--- src/rtl/adder_arb_pkg.sv ---
// rtl/adder_arb_pkg.sv - shared constants for the adder share arbiter
// Contents: FSM state encoding, default data width, requester-id width helper.
package adder_arb_pkg;

    localparam int DATA_W_DEF = 64;

    localparam logic [1:0] ST_IDLE  = 2'd0;
    localparam logic [1:0] ST_ISSUE = 2'd1;
    localparam logic [1:0] ST_WAIT  = 2'd2;
    localparam logic [1:0] ST_RESP  = 2'd3;

    // Width of a requester index; never narrower than one bit.
    function automatic int id_w(input int n);
        return (n > 2) ? $clog2(n) : 1;
    endfunction

endpackage

--- src/rtl/adder_share_arbiter_rr_picker.sv ---
// rtl/adder_share_arbiter_rr_picker.sv - combinational round-robin request picker
// Ports:
//   req_valid  in   per-requester request vector
//   rr_ptr     in   index with highest priority this round
//   grant      out  one-hot grant of the first request at or after rr_ptr (wrapping)
//   grant_idx  out  binary index of the granted requester
//   any        out  at least one request is present
module rr_picker #(
    parameter int NREQ = 4,
    parameter int IDW  = 2
) (
    input  logic [NREQ-1:0] req_valid,
    input  logic [IDW-1:0]  rr_ptr,
    output logic [NREQ-1:0] grant,
    output logic [IDW-1:0]  grant_idx,
    output logic            any
);

    always_comb begin
        grant     = '0;
        grant_idx = '0;
        any       = |req_valid;
        // Scan from the farthest candidate to the nearest; the last hit
        // overwrites earlier ones, so the request closest to rr_ptr wins.
        for (int k = NREQ - 1; k >= 0; k--) begin
            if (req_valid[(int'(rr_ptr) + k) % NREQ]) begin
                grant = '0;
                grant[(int'(rr_ptr) + k) % NREQ] = 1'b1;
                grant_idx = IDW'((int'(rr_ptr) + k) % NREQ);
            end
        end
    end

endmodule

--- src/rtl/adder_share_arbiter.sv ---
// rtl/adder_share_arbiter.sv - shares one conditional-sum adder between NREQ requesters
// Optional feature macro: ADD_TIMEOUT_EN (WAIT-state timeout with rsp_err).
// Ports:
//   clock, reset                 rising-edge clock, asynchronous active-low reset
//   req_valid/req_opa/req_opb/req_sub   per-requester operation requests (flattened operands)
//   req_ready                    one-hot 1-cycle accept pulse
//   rsp_valid/rsp_id/rsp_sum/rsp_cout/rsp_ovf/rsp_err   shared 1-cycle response bus
//   busy                         high whenever the FSM is not IDLE
//   add_ope1/add_ope2/add_sub/add_start   registered drive to the adder
//   add_sum/add_cout/add_ovf/add_complete result from the adder
module adder_share_arbiter
    import adder_arb_pkg::*;
#(
    parameter int NREQ   = 4,
    parameter int DATA_W = DATA_W_DEF
`ifdef ADD_TIMEOUT_EN
    ,
    parameter int TIMEOUT = 16
`endif
) (
    input  logic                     clock,
    input  logic                     reset,
    input  logic [NREQ-1:0]          req_valid,
    input  logic [NREQ*DATA_W-1:0]   req_opa,
    input  logic [NREQ*DATA_W-1:0]   req_opb,
    input  logic [NREQ-1:0]          req_sub,
    output logic [NREQ-1:0]          req_ready,
    output logic                     rsp_valid,
    output logic [id_w(NREQ)-1:0]    rsp_id,
    output logic [DATA_W-1:0]        rsp_sum,
    output logic                     rsp_cout,
    output logic                     rsp_ovf,
    output logic                     rsp_err,
    output logic                     busy,
    output logic [DATA_W-1:0]        add_ope1,
    output logic [DATA_W-1:0]        add_ope2,
    output logic                     add_sub,
    output logic                     add_start,
    input  logic [DATA_W-1:0]        add_sum,
    input  logic                     add_cout,
    input  logic                     add_ovf,
    input  logic                     add_complete
);

    localparam int IDW = id_w(NREQ);

    logic [1:0]      state;
    logic [IDW-1:0]  rr_ptr;
    logic [IDW-1:0]  gnt_id;
    logic [NREQ-1:0] pick_grant;
    logic [IDW-1:0]  pick_idx;
    logic            pick_any;
    logic            timeout_hit;

    rr_picker #(.NREQ(NREQ), .IDW(IDW)) u_picker (
        .req_valid (req_valid),
        .rr_ptr    (rr_ptr),
        .grant     (pick_grant),
        .grant_idx (pick_idx),
        .any       (pick_any)
    );

    assign busy = (state != ST_IDLE);

`ifdef ADD_TIMEOUT_EN
    localparam int CNT_W = $clog2(TIMEOUT + 1);
    logic [CNT_W-1:0] wait_cnt;
    // Fires on the TIMEOUT-th WAIT cycle so RESP is entered exactly
    // TIMEOUT cycles after WAIT entry.
    assign timeout_hit = (wait_cnt == CNT_W'(TIMEOUT - 1));
`else
    assign timeout_hit = 1'b0;
    assign rsp_err     = 1'b0;
`endif

    always_ff @(posedge clock or negedge reset) begin
        if (!reset) begin
            state     <= ST_IDLE;
            rr_ptr    <= '0;
            gnt_id    <= '0;
            req_ready <= '0;
            rsp_valid <= 1'b0;
            rsp_id    <= '0;
            rsp_sum   <= '0;
            rsp_cout  <= 1'b0;
            rsp_ovf   <= 1'b0;
            add_ope1  <= '0;
            add_ope2  <= '0;
            add_sub   <= 1'b0;
            add_start <= 1'b0;
`ifdef ADD_TIMEOUT_EN
            rsp_err   <= 1'b0;
            wait_cnt  <= '0;
`endif
        end else begin
            req_ready <= '0;
            add_start <= 1'b0;
            rsp_valid <= 1'b0;
            case (state)
                ST_IDLE: begin
                    if (pick_any) begin
                        req_ready <= pick_grant;
                        add_ope1  <= req_opa[int'(pick_idx)*DATA_W +: DATA_W];
                        add_ope2  <= req_opb[int'(pick_idx)*DATA_W +: DATA_W];
                        add_sub   <= req_sub[pick_idx];
                        gnt_id    <= pick_idx;
                        state     <= ST_ISSUE;
                    end
                end
                ST_ISSUE: begin
                    add_start <= 1'b1;
                    state     <= ST_WAIT;
`ifdef ADD_TIMEOUT_EN
                    wait_cnt  <= '0;
`endif
                end
                ST_WAIT: begin
                    if (add_complete) begin
                        rsp_sum  <= add_sum;
                        rsp_cout <= add_cout;
                        rsp_ovf  <= add_ovf;
`ifdef ADD_TIMEOUT_EN
                        rsp_err  <= 1'b0;
`endif
                        state    <= ST_RESP;
                    end else if (timeout_hit) begin
                        rsp_sum  <= '0;
                        rsp_cout <= 1'b0;
                        rsp_ovf  <= 1'b0;
`ifdef ADD_TIMEOUT_EN
                        rsp_err  <= 1'b1;
`endif
                        state    <= ST_RESP;
                    end else begin
`ifdef ADD_TIMEOUT_EN
                        wait_cnt <= wait_cnt + CNT_W'(1);
`endif
                    end
                end
                ST_RESP: begin
                    // Result strobe is registered out of RESP, so it lines up
                    // with the owner id and the already-latched result.
                    rsp_valid <= 1'b1;
                    rsp_id    <= gnt_id;
                    rr_ptr    <= (gnt_id == IDW'(NREQ - 1)) ? '0 : gnt_id + IDW'(1);
                    state     <= ST_IDLE;
                end
                default: state <= ST_IDLE;
            endcase
        end
    end

endmodule

--- config.mk ---
export PLATFORM = sky130hd
export DESIGN_NAME = adder_share_arbiter
export DESIGN_NICKNAME = d
export VERILOG_FILES = /design/src/rtl/adder_arb_pkg.sv /design/src/rtl/adder_share_arbiter_rr_picker.sv /design/src/rtl/adder_share_arbiter.sv
export SDC_FILE = /design/constraint.sdc
export NUM_CORES = 1
export LEC_CHECK = 0
export ABC_AREA = 0
export CELL_PAD_IN_SITES_DETAIL_PLACEMENT = 0
export CELL_PAD_IN_SITES_GLOBAL_PLACEMENT = 1
export CORE_AREA = 4 4 305 307
export CTS_BUF_LIST = sky130_fd_sc_hd__clkbuf_16
export DETAILED_ROUTE_END_ITERATION = 12
export DIE_AREA = 0 0 309 311
export DONT_BUFFER_PORTS = 1
export PLACE_DENSITY_LB_ADDON = 0.05
export SYNTH_ARGS = -nofsm -noshare
export SYNTH_HDL_FRONTEND = slang
export SYNTH_SLANG_ARGS = --single-unit
--- constraint.sdc ---
create_clock -name clock -period 3.48 [get_ports clock]
set_input_delay 0.522 -clock clock [delete_from_list [all_inputs] [get_ports clock]]
set_output_delay 0.522 -clock clock [all_outputs]
set_load 0.05 [all_outputs]
==> metrics <==
Fmax 309.6 MHz; worst-margin pin slew 1081 ps; first-pass GRT wire length 80,500 µm; Num CTS Buffers 35; HPWL after DPL 45,530 µm; busiest grt layer met2; pin count of the biggest net entering global routing 210; Filler Cell Count 9,972; violations in the final reports hold timing; sequential element share of the synthesized area 0.4293; net switching power 11,710 µW; CP startpoint rr_ptr[0]; Most used DFF post-synth dfrtp_1; fin util 0.1626; EDFF count, synth 0; Worst path max stage delay 680 ps; cts repair resizes 0; Starting Density 0.1353; commonest non-fill, non-tap cells in the layout mux2i_1 (262), dfrtp_1 (209), nor2_1 (129); gr ovfl total 0; Slew Limit Fails 0; clock tree buffer depth 3; Post-Route Skew 18.62 ps; Rows 110; Root Buffer clkbuf_16; CTS sink count 209; Die W 309 µm; htree depth 2; CTS clk-pin slew, worst paths 50 ps; full die area 96,100 µm²; commonest non-fill, non-tap cell in the layout mux2i_1; met3 Track Usage GR 0.04581; Logic pwr share 0.418; sw frac 0.5539; core area 90,010 µm²; CP max FO 20; Avg Inst Size Synth 12.68 µm²; Arr. time, crit path 3620 ps; ys async rst share 1.000; number of synthesis warnings 0; Post-Syn Area 12,180 µm²; via count 8,287; P&R area growth vs syn 20.15%; Slowest-stage cell, CP mux4_2; met1 usage 0.1222; fin crit period 3230 ps; fin nets 1,557; final hold vios 209; Worst setup EP type flip-flop; DRT iter0 DRCs 310; unrepaired setup endpoints after global routing no; max-cap violation count 0; Avg Vias per Cell 3.844; post-route ant nets 0; total power 21,150 µW; crit-path cells inv_1 -> ha_1 -> mux4_2 -> o211a_4 -> nor2_8 -> buf_12 -> buf_4 -> mux2i_1 -> o221ai_1; sequential share of power 0.426; Mapped Cells 961; setup TNS 0 ps; Rel. slew slack 0.2792; Overall Global Routing Usage 0.1181; Post-Route WL 60,330 µm; reg-to-reg startpoint rr_ptr[0]; initial antenna violation count 13; leakage 0.006281 µW; worst vdd ir 648.2 µV; layout cells sized above 1 0.2876; CP Launch Type flip-flop; Worst-Skew Late Latency 540 ps; FF-to-FF path depth 9; M2 GR Usage 0.2210; status finished, violations left; final hold slack -328.6 ps; Setup CP Type flip-flop to flip-flop; Tcrit/Tclk final 0.9282; internal power 9434 µW; Hold Path Class input port to async pin; Clock Power Share 0.156; Yosys cell types 35; # port buffers 0; final setup vio count 0; io pins 794; GP Congestion 0.7165; vias in the first global route 9,386; Req. time, crit path 3870 ps; DRC viols 0; Syn Nets 1,563; average wire per standard cell 27.98 µm; Initial DRT Pass Iterations 4; Die Ht 311 µm; pwr dens 1445 nW/µm²; TritonCTS clock tree yes; #FFs+latches synth 209
-- registers in the layout, summed over array words and instances, names as in the netlist, 2 cells and up --
signal	count
add_ope1	64
req_ready	4
rsp_sum	64
state	2
rsp_id	2
rr_ptr	2
add_ope2	64
gnt_id	2
-- area by class of cell --
class / count / area [µm²] / share of cell area
Antenna cell: 3 / 7.507 / 0.0005129
Tap cell: 1176 / 1471 / 0.1005
Timing Repair Buffer: 37 / 465.4 / 0.03180
Multi-Input combinational cell: 661 / 6376 / 0.4356
Inverter: 11 / 41.29 / 0.002821
Sequential cell: 209 / 5230 / 0.3573
Clock inverter: 24 / 168.9 / 0.01154
Clock buffer: 35 / 875.8 / 0.05984
-- per-layer routing --
metal  up-vias  wire, µm
met1      4046     21030
met5         -       109
li1       3643         -
met4        20      1409
met2       498     31850
met3        80      5938
-- repair_timing --
| item | CTS | global route |
|---|---|---|
| hold endpoints to repair | 209 | 209 |
| buffers inserted | 0 | 0 |
| endpoints found under the setup margin | 0 | 0 |
-- stage by stage --
stage          instances  setup slack (ps)  hold WS, ps  area, µm²
6_report            2156             250.0       -328.6      14640
5_1_grt             2156             92.85       -383.1      14640
4_1_cts             2153             215.7       -396.0      14630
3_5_place_dp        2094             204.0        233.3      13580
3_3_place_gp        2094             224.8        234.7      13580
2_1_floorplan        961             317.9        226.4      12180
-- power groups by stage --
stage	registers [µW]	logic [µW]	clock network [µW]
floorplan	8390	7160	0
global placement	9250	9080	0
detailed placement	9160	9140	0
CTS	9120	9130	3540
global route	9200	9650	3610
finish	9010	8830	3310
-- worst paths after layout --
| check | to | slack, ps |
|---|---|---|
| hold / removal | rsp_sum[1] | -330 |
| setup reg to reg | add_ope1[61] | 250 |
| setup / recovery | add_ope1[61] | 250 |
| hold reg to reg | gnt_id[1] | 550 |
| max in group asynchronous | add_ope1[11] | 3500 |
| min in group clock | rsp_sum[49] | 120 |
-- critical path: cells and delay by family, from the launching register on --
family / cells / cell delay, ps
simple gates: 1 / 140
fa+ha+maj: 1 / 420
buf+inv: 3 / 540
flops: 1 / 340
mux: 2 / 1090
compound gates: 2 / 510
-- cell usage after synthesis, types with 5 or more instances --
library cell / instances / area, µm²
mux2i_1: 262 / 2623
dfrtp_1: 209 / 5230
nor2_1: 130 / 488.0
a221oi_2: 122 / 1832
mux2_2: 68 / 765.7
clkbuf_1: 37 / 138.9
nand2_1: 17 / 63.81
buf_6: 16 / 180.2
ha_1: 13 / 162.7
buf_2: 12 / 60.06
inv_1: 11 / 41.29
buf_8: 9 / 135.1
a21oi_1: 7 / 35.03
a221oi_1: 7 / 61.31
buf_4: 5 / 37.54
o21ai_0: 5 / 25.02
-- logic make-up after synthesis --
group / share of synthesized area
fa+ha+maj: 0.01335
simple gates: 0.05136
flops: 0.4293
other cells: 0.0003078
mux: 0.2837
compound gates: 0.1730
buf+inv: 0.04899
Power figures use the tool's default switching activity.
